===== src/rtl/ignition_start_controller.sv =====
// Ignition/start sequencer: key, start button and engine feedback drive a
// five-state FSM with crank timeout lockout, plus an independent chime generator.
module ignition_start_controller #(
  parameter int CRANK_MAX = 200,
  parameter int P1_HALF   = 4,
  parameter int P2_HALF   = 16
) (
  input  logic       clk,
  input  logic       rst_n,
  input  logic       key,
  input  logic       start_btn,
  input  logic       start_permit,
  input  logic       eng_run,
  input  logic       chime,
  input  logic       warn_pri1,
  input  logic       warn_pri2,
  output logic       ign_on,
  output logic       crank,
  output logic       fault,
  output logic       chime_out,
  output logic [2:0] state
);

  // state      | meaning
  // ST_OFF     | key out, all drives off
  // ST_ARMED   | ignition on, waiting for a permitted start edge
  // ST_CRANK   | starter engaged, crank timer running
  // ST_RUN     | engine running, start button ignored
  // ST_LOCKOUT | crank timed out, only key-off recovers
  typedef enum logic [2:0] {
    ST_OFF     = 3'd0,
    ST_ARMED   = 3'd1,
    ST_CRANK   = 3'd2,
    ST_RUN     = 3'd3,
    ST_LOCKOUT = 3'd4
  } state_t;

  localparam int CW      = (CRANK_MAX > 1) ? $clog2(CRANK_MAX + 1) : 1;
  localparam int HMAX    = (P1_HALF > P2_HALF) ? P1_HALF : P2_HALF;
  localparam int HW      = (HMAX > 1) ? $clog2(HMAX + 1) : 1;
  localparam logic [CW-1:0] CRANK_LAST = CW'(CRANK_MAX - 1);

  state_t          state_q;
  state_t          state_nxt;
  logic            btn_q;
  logic            start_edge;
  logic [CW-1:0]   crank_cnt;

  logic [1:0]      rate_sel;
  logic [1:0]      sel_q;
  logic [HW-1:0]   half_m1;
  logic [HW-1:0]   chime_cnt;

  assign state      = state_q;
  assign start_edge = start_btn & ~btn_q;

  always_comb begin
    state_nxt = state_q;
    if (!key) begin
      state_nxt = ST_OFF;
    end else begin
      case (state_q)
        ST_OFF:     state_nxt = ST_ARMED;
        ST_ARMED:   if (start_edge && start_permit) state_nxt = ST_CRANK;
        ST_CRANK: begin
          if (eng_run)                          state_nxt = ST_RUN;
          else if (!start_permit || !start_btn) state_nxt = ST_ARMED;
          else if (crank_cnt == CRANK_LAST)     state_nxt = ST_LOCKOUT;
        end
        ST_RUN:     if (!eng_run) state_nxt = ST_ARMED;
        ST_LOCKOUT: state_nxt = ST_LOCKOUT;
        default:    state_nxt = ST_OFF;
      endcase
    end
  end

  // Outputs are registered from the next state so they always match state_q.
  always_ff @(posedge clk or negedge rst_n) begin
    if (!rst_n) begin
      state_q   <= ST_OFF;
      btn_q     <= 1'b0;
      crank_cnt <= '0;
      ign_on    <= 1'b0;
      crank     <= 1'b0;
      fault     <= 1'b0;
    end else begin
      state_q <= state_nxt;
      btn_q   <= start_btn;
      ign_on  <= (state_nxt == ST_ARMED) || (state_nxt == ST_CRANK) || (state_nxt == ST_RUN);
      crank   <= (state_nxt == ST_CRANK);
      fault   <= (state_nxt == ST_LOCKOUT);
      if (state_nxt == ST_CRANK && state_q != ST_CRANK)
        crank_cnt <= '0;
      else if (state_q == ST_CRANK && crank_cnt != CRANK_LAST)
        crank_cnt <= crank_cnt + 1'b1;
    end
  end

  always_comb begin
    if (warn_pri1)              rate_sel = 2'd1;
    else if (warn_pri2 || chime) rate_sel = 2'd2;
    else                        rate_sel = 2'd0;
    half_m1 = (rate_sel == 2'd1) ? HW'(P1_HALF - 1) : HW'(P2_HALF - 1);
  end

  // A rate change restarts the square wave high so the new cadence is heard at once.
  always_ff @(posedge clk or negedge rst_n) begin
    if (!rst_n) begin
      sel_q     <= 2'd0;
      chime_cnt <= '0;
      chime_out <= 1'b0;
    end else begin
      sel_q <= rate_sel;
      if (rate_sel == 2'd0) begin
        chime_cnt <= '0;
        chime_out <= 1'b0;
      end else if (rate_sel != sel_q) begin
        chime_cnt <= '0;
        chime_out <= 1'b1;
      end else if (chime_cnt == half_m1) begin
        chime_cnt <= '0;
        chime_out <= ~chime_out;
      end else begin
        chime_cnt <= chime_cnt + 1'b1;
      end
    end
  end

endmodule


===== config.mk =====
export PLATFORM = sky130hd
export DESIGN_NAME = ignition_start_controller
export DESIGN_NICKNAME = d
export VERILOG_FILES = /design/src/rtl/ignition_start_controller.sv
export SDC_FILE = /design/constraint.sdc
export NUM_CORES = 1
export LEC_CHECK = 0
export CAP_MARGIN = 30
export CORE_ASPECT_RATIO = 1.5
export CORE_MARGIN = 2
export CORE_UTILIZATION = 35
export CTS_BUF_LIST = sky130_fd_sc_hd__clkbuf_16
export DETAILED_ROUTE_END_ITERATION = 10
export SLEW_MARGIN = 20
export SYNTH_ARGS = -nofsm -noshare
export SYNTH_HDL_FRONTEND = slang
export SYNTH_SLANG_ARGS = --single-unit

===== constraint.sdc =====
create_clock -name clk -period 1.49 [get_ports clk]
set_input_delay 0.447 -clock clk [delete_from_list [all_inputs] [get_ports clk]]
set_output_delay 0.447 -clock clk [all_outputs]
set_load 0.05 [all_outputs]

==> flow_summary.json, run 1 <==
{
  "status": "complete, but fails checks",
  "violations": "negative setup slack",
  "grt.overflow.total": 0,
  "antenna_found_initial": 0,
  "start_kind": "register",
  "layout_common_cells": "buf_4, dfrtp_1, nor2_1",
  "gp_congestion": 0.805,
  "cts_sinks": 23,
  "grt_pass1_wl_um": 4260,
  "r2r_end": "ign_on",
  "ys_warn_count": 0,
  "top_usage_layer": "met2",
  "clock-root-buffer": "clkbuf_16",
  "crit_required_ns": 1.62,
  "crit_fanout": 4,
  "hold_path.class": "reg -> reg",
  "holdBufCountCts": 0,
  "ir_worst_vdd_uv": 821,
  "boundaryPins": 16,
  "cts_tree": "done",
  "placementRows": 25,
  "cts_buffer_depth": 2,
  "r2r_start": "crank_cnt[0]",
  "critPathCapture": "ign_on",
  "start_util_pct": 36.1,
  "path_clk_slew_ns": 0.06,
  "relSlewSlack_pct": 79.3,
  "drt_iter0_markers": 16,
  "critPathCaptureType": "register",
  "dp_slack_ns": -0.406,
  "die_area_um2": 3700,
  "critPathKind": "reg -> reg",
  "layout_min_cycle_time_ns": 1.55,
  "met2_usage_pct": 26.5,
  "slew_viol_final": 0,
  "core_um2": 3130,
  "fin_ws_ns": -0.0579,
  "routed_via_density": 5.03,
  "grt_pass1_vias": 997,
  "drc": 0,
  "maxCapViolations": 0,
  "syn_nets": 117,
  "vias": 985,
  "ant_nets": 0,
  "dr.pass1.iters": 3,
  "final_common_cell": "buf_4",
  "drive_gt1_share_pct": 41.0,
  "worstMarginPinSlew_ns": 0.309,
  "arrival_ns": 1.68,
  "nets": 168,
  "met1_usage_pct": 17.8,
  "fin_crit_sh_pct": 104,
  "numCtsBuffers": 3,
  "synthesis.area_um2": 1130,
  "avgSynthCellArea_um2": 10.6,
  "max_freq_mhz": 646,
  "yosysSeqAreaShare_pct": 51.0,
  "ctsHtreeMaxLevel": 1,
  "yosysUniqueCellTypes": 34,
  "critical-path-max-stage-delay_ns": 0.48,
  "crit_chain": "ha_2 -> nand3_2 -> or4_4 -> a31oi_4 -> o22ai_1",
  "portBuffers": 15,
  "critPathLaunch": "crank_cnt[0]",
  "fp.dieW_um": 50.4,
  "synth_cells": 106,
  "r2r_slack_ns": -0.06,
  "leakage_nw": 0.778,
  "gr-usage-met3_pct": 1.83,
  "rr_worst_depth": 5,
  "wl_per_cell_um": 12.8,
  "die_h_um": 73.5,
  "crit_slowest_cell": "or4_4",
  "rsz0062_at_grt": "true",
  "synth-seq-cells": 23,
  "syn_to_final_growth_pct": 60.4,
  "num_antenna_cells": 0,
  "powerDensity_nw_per_um2": 993,
  "wl_um": 2510,
  "whs_ns": 0.455,
  "fin_skew_ns": 0.00161,
  "hold_violations": 0,
  "setup_viol": 4,
  "grt_usage_pct": 15.1,
  "dp.final_hpwl_um": 1770,
  "clkLatencyLatePin_ns": 0.25,
  "grt_max_degree": 24
}
-- power by group --
part           leakage (nW)  switching (W)  internal, W
logic                 0.444       0.000219     0.000267
clock network        0.0423       0.000196     0.000357
registers             0.292      0.0000602     0.000699
total                 0.778       0.000476      0.00132
-- cell families after synthesis --
kind of cell	Yosys count	synth area share [%]
fa+ha+maj	2	2.22
compound gates	18	10.9
xor+xnor	7	5.43
buf+inv	3	1.33
flops	23	51.0
mux	1	0.887
simple gates	52	28.3
-- layer usage --
metal	up-vias	part of all wire, %
li1	488	-
met1	477	42
met2	16	54
met3	4	2.5
met4	0	1.7
met5	-	0
-- critical path: cells and delay by family, from the launching register on --
family                   cells  cell delay, ns
AO/OA/AOI/OAI                2            0.31
adder cells (fa/ha/maj)      1            0.20
flip-flops                   1            0.36
AND/OR/NAND/NOR              2            0.57
-- final cells by class --
class	count	area, um2
Tap cell	40	50.0
Fill cell	270	1320
Clock buffer	3	75.1
Inverter	2	7.51
Clock inverter	1	3.75
Timing Repair Buffer	47	475
Sequential cell	23	579
Multi-Input combinational cell	80	619
-- synthesized netlist by cell type (all sizes together) --
cell | number | area share (%)
nand2b | 3 | 3.0
nand2 | 3 | 1.0
o211ai | 1 | 0.67
xor2 | 3 | 2.3
and2 | 2 | 1.1
and3b | 1 | 0.78
xnor2 | 4 | 3.1
ha | 2 | 2.2
dfrtp | 23 | 51
inv | 2 | 0.67
or4 | 2 | 2.0
nand4bb | 1 | 1.0
a31oi | 1 | 1.1
mux2i | 1 | 0.89
nor3b | 4 | 3.1
nand4b | 2 | 1.6
o41ai | 1 | 1.4
o21ai | 8 | 3.5
nor3 | 3 | 1.3
a21oi | 2 | 0.89
nor4 | 2 | 1.1
o22ai | 1 | 0.55
o31ai | 3 | 2.0
o21a | 1 | 0.67
nor2 | 13 | 4.3
or3 | 1 | 0.55
buf | 1 | 0.67
nand3 | 10 | 4.4
nand4 | 2 | 1.1
nand3b | 2 | 1.3
nor2b | 1 | 0.55
-- worst min-delay path by stage --
stage,from,endpoint,slack (ns),cells past startpoint
finish,chime_cnt[0],chime_cnt[0],0.45,1
global route,chime_cnt[0],chime_cnt[0],0.48,1
CTS,chime_cnt[0],chime_cnt[0],0.46,1
detailed placement,chime_cnt[0],chime_cnt[0],0.45,1
global placement,chime_cnt[0],chime_cnt[0],0.44,1
floorplan,rst_n,btn_q,0.15,0
-- sequential cells by signal, summed over array words and instances (netlist names) --
register / cells
ign_on: 1
btn_q: 1
sel_q: 2
chime_cnt: 5
crank_cnt: 8
crank: 1
fault: 1
state: 3
chime_out: 1
-- timing repair --
action                                  CTS  global route
resized for setup                        11             9
pin swaps                                 2             2
buffers inserted                          3             9
endpoints found under the setup margin   13            10
-- stage by stage --
stage | power, W | setup TNS [ns] | area [um2] | std cells | util [%]
CTS | 0.00175 | -0.0444 | 1700 | 187 | 54.3
global route | 0.00191 | -0.474 | 1810 | 196 | 57.9
floorplan | 0.000934 | -0.108 | 1140 | 106 | -
finish | 0.00180 | -0.111 | 1810 | 196 | 57.9
global placement | 0.00113 | -4.87 | 1570 | 180 | 50.1
detailed placement | 0.00115 | -5.14 | 1570 | 180 | 50.1
Note: power is estimated with default switching activity, not from simulation.
==> run 2, diff against run 1 <==
SKIP_LAST_GASP = 1   (was unset)
==> flow_summary.json, run 2 (synthesis gave the netlist of run 1 again) <==
{
  "placementRows": 25,
  "hold_violations": 0,
  "ir_worst_vdd_uv": 832,
  "numCtsBuffers": 3,
  "syn_to_final_growth_pct": 58.0,
  "drt_iter0_markers": 14,
  "final_common_cell": "buf_4",
  "clock-root-buffer": "clkbuf_16",
  "drt-met1-wl_um": 1080,
  "dr.pass1.iters": 4,
  "design_power_total_w": 0.00179,
  "boundaryPins": 16,
  "layout_min_cycle_time_ns": 1.53,
  "arrival_ns": 1.67,
  "grt_max_degree": 24,
  "largest_register_ffs": 8,
  "critPathCaptureType": "register",
  "portBuffers": 15,
  "leakage_nw": 0.771,
  "grt_pass1_vias": 975,
  "fin_ws_ns": -0.0431,
  "finalNonFillerCells": 196,
  "met3_length_um": 62,
  "critPathLaunch": "crank_cnt[0]",
  "grt_pass1_wl_um": 4200,
  "min-delay-start": "chime_cnt[0]",
  "top_layer_used": "met4",
  "dp.cells": 180,
  "top_register": "crank_cnt",
  "drc": 0,
  "critPathKind": "reg -> reg",
  "path_clk_slew_ns": 0.06,
  "cts_buffer_depth": 2,
  "crit_chain": "ha_2 -> nand3_2 -> or4_4 -> a31oi_4 -> o22ai_1",
  "critPathTopFamily": "simple AND/OR/NAND/NOR gates",
  "fin_skew_ns": 0.00140,
  "gp_congestion": 0.805,
  "vias": 987,
  "cts_sinks": 23,
  "die_h_um": 73.5,
  "die_area_um2": 3700,
  "crit_fanout": 4,
  "num_antenna_cells": 0,
  "max_freq_mhz": 652,
  "layout_common_cells": "buf_4, dfrtp_1, nor2_1",
  "status": "complete, but fails checks",
  "fill_cells": 277,
  "grt.overflow.total": 0,
  "antenna_found_initial": 0,
  "relSlewSlack_pct": 79.2,
  "whs_ns": 0.455,
  "ctsHtreeMaxLevel": 1,
  "hold_path.class": "reg -> reg",
  "dp_slack_ns": -0.406,
  "cts_tree": "done",
  "dp.final_hpwl_um": 1770,
  "crit_slowest_cell": "or4_4",
  "wl_per_cell_um": 13.0,
  "cp_num_buf_inv": 0,
  "holdBufCountCts": 0,
  "clkLatencyLatePin_ns": 0.25,
  "start_kind": "register",
  "slew_viol_final": 0,
  "wl_met2_um": 1380,
  "drive_gt1_share_pct": 38.5,
  "routed_via_density": 5.04,
  "violations": "negative setup slack",
  "core_um2": 3130,
  "grt_usage_pct": 14.9,
  "fin_crit_sh_pct": 103,
  "powerDensity_nw_per_um2": 1000,
  "ant_nets": 0,
  "maxCapViolations": 0,
  "worstMarginPinSlew_ns": 0.310,
  "r2r_start": "crank_cnt[0]",
  "fp.dieW_um": 50.4,
  "rsz0062_at_grt": "true",
  "setup_viol": 5,
  "wl_um": 2540,
  "critical-path-max-stage-delay_ns": 0.48,
  "crit_required_ns": 1.62,
  "start_util_pct": 36.1,
  "nets": 168
}
-- run 2: worst paths after layout --
check	end	slack (ns)	cells after the start
max in group asynchronous	state[0]	0.79	2
min in group asynchronous	ign_on	0.55	2
hold reg to reg	chime_cnt[0]	0.45	1
setup reg to reg	ign_on	-0.04	5
setup / recovery	ign_on	-0.04	5
hold / removal	chime_cnt[0]	0.45	1
-- run 2: metrics by stage --
step	cell area, um2	utilization (%)	TNS [ns]
floorplan	1140	-	-0.108
global placement	1570	50.1	-4.87
detailed placement	1570	50.1	-5.14
CTS	1690	54.0	-0.0535
global route	1780	57.0	-0.610
finish	1780	57.0	-0.101
-- run 2: repair_timing --
action                     CTS  global route
pin swaps                    2             2
hold endpoints to repair     0             0
resized for setup            9             5
setup endpoints to repair   13            10
buffers inserted             3             9
-- run 2: where the power goes --
part | internal [W] | switching [W] | total, W
Sequential | 0.000698 | 0.0000607 | 0.000759
Clock | 0.000357 | 0.000203 | 0.000560
Combinational | 0.000259 | 0.000209 | 0.000468
Total | 0.00131 | 0.000473 | 0.00179
-- run 2: area by class of cell --
type / count / area, um2 / share of cell area, %
clock buffers: 3 / 75.1 / 4.21
inverters: 2 / 7.51 / 0.421
flip-flops and latches: 23 / 579 / 32.5
clock inverters: 1 / 3.75 / 0.211
well taps: 40 / 50.0 / 2.81
repair buffers: 47 / 468 / 26.2
multi-input cells: 80 / 599 / 33.6
-- run 2: routing by layer --
| metal | GRT usage, % | vias to the layer above |
|---|---|---|
| met2 | 26.9 | 14 |
| li1 | - | 489 |
| met5 | 0 | - |
| met4 | 6.31 | 0 |
| met1 | 17.5 | 482 |
| met3 | 1.83 | 2 |
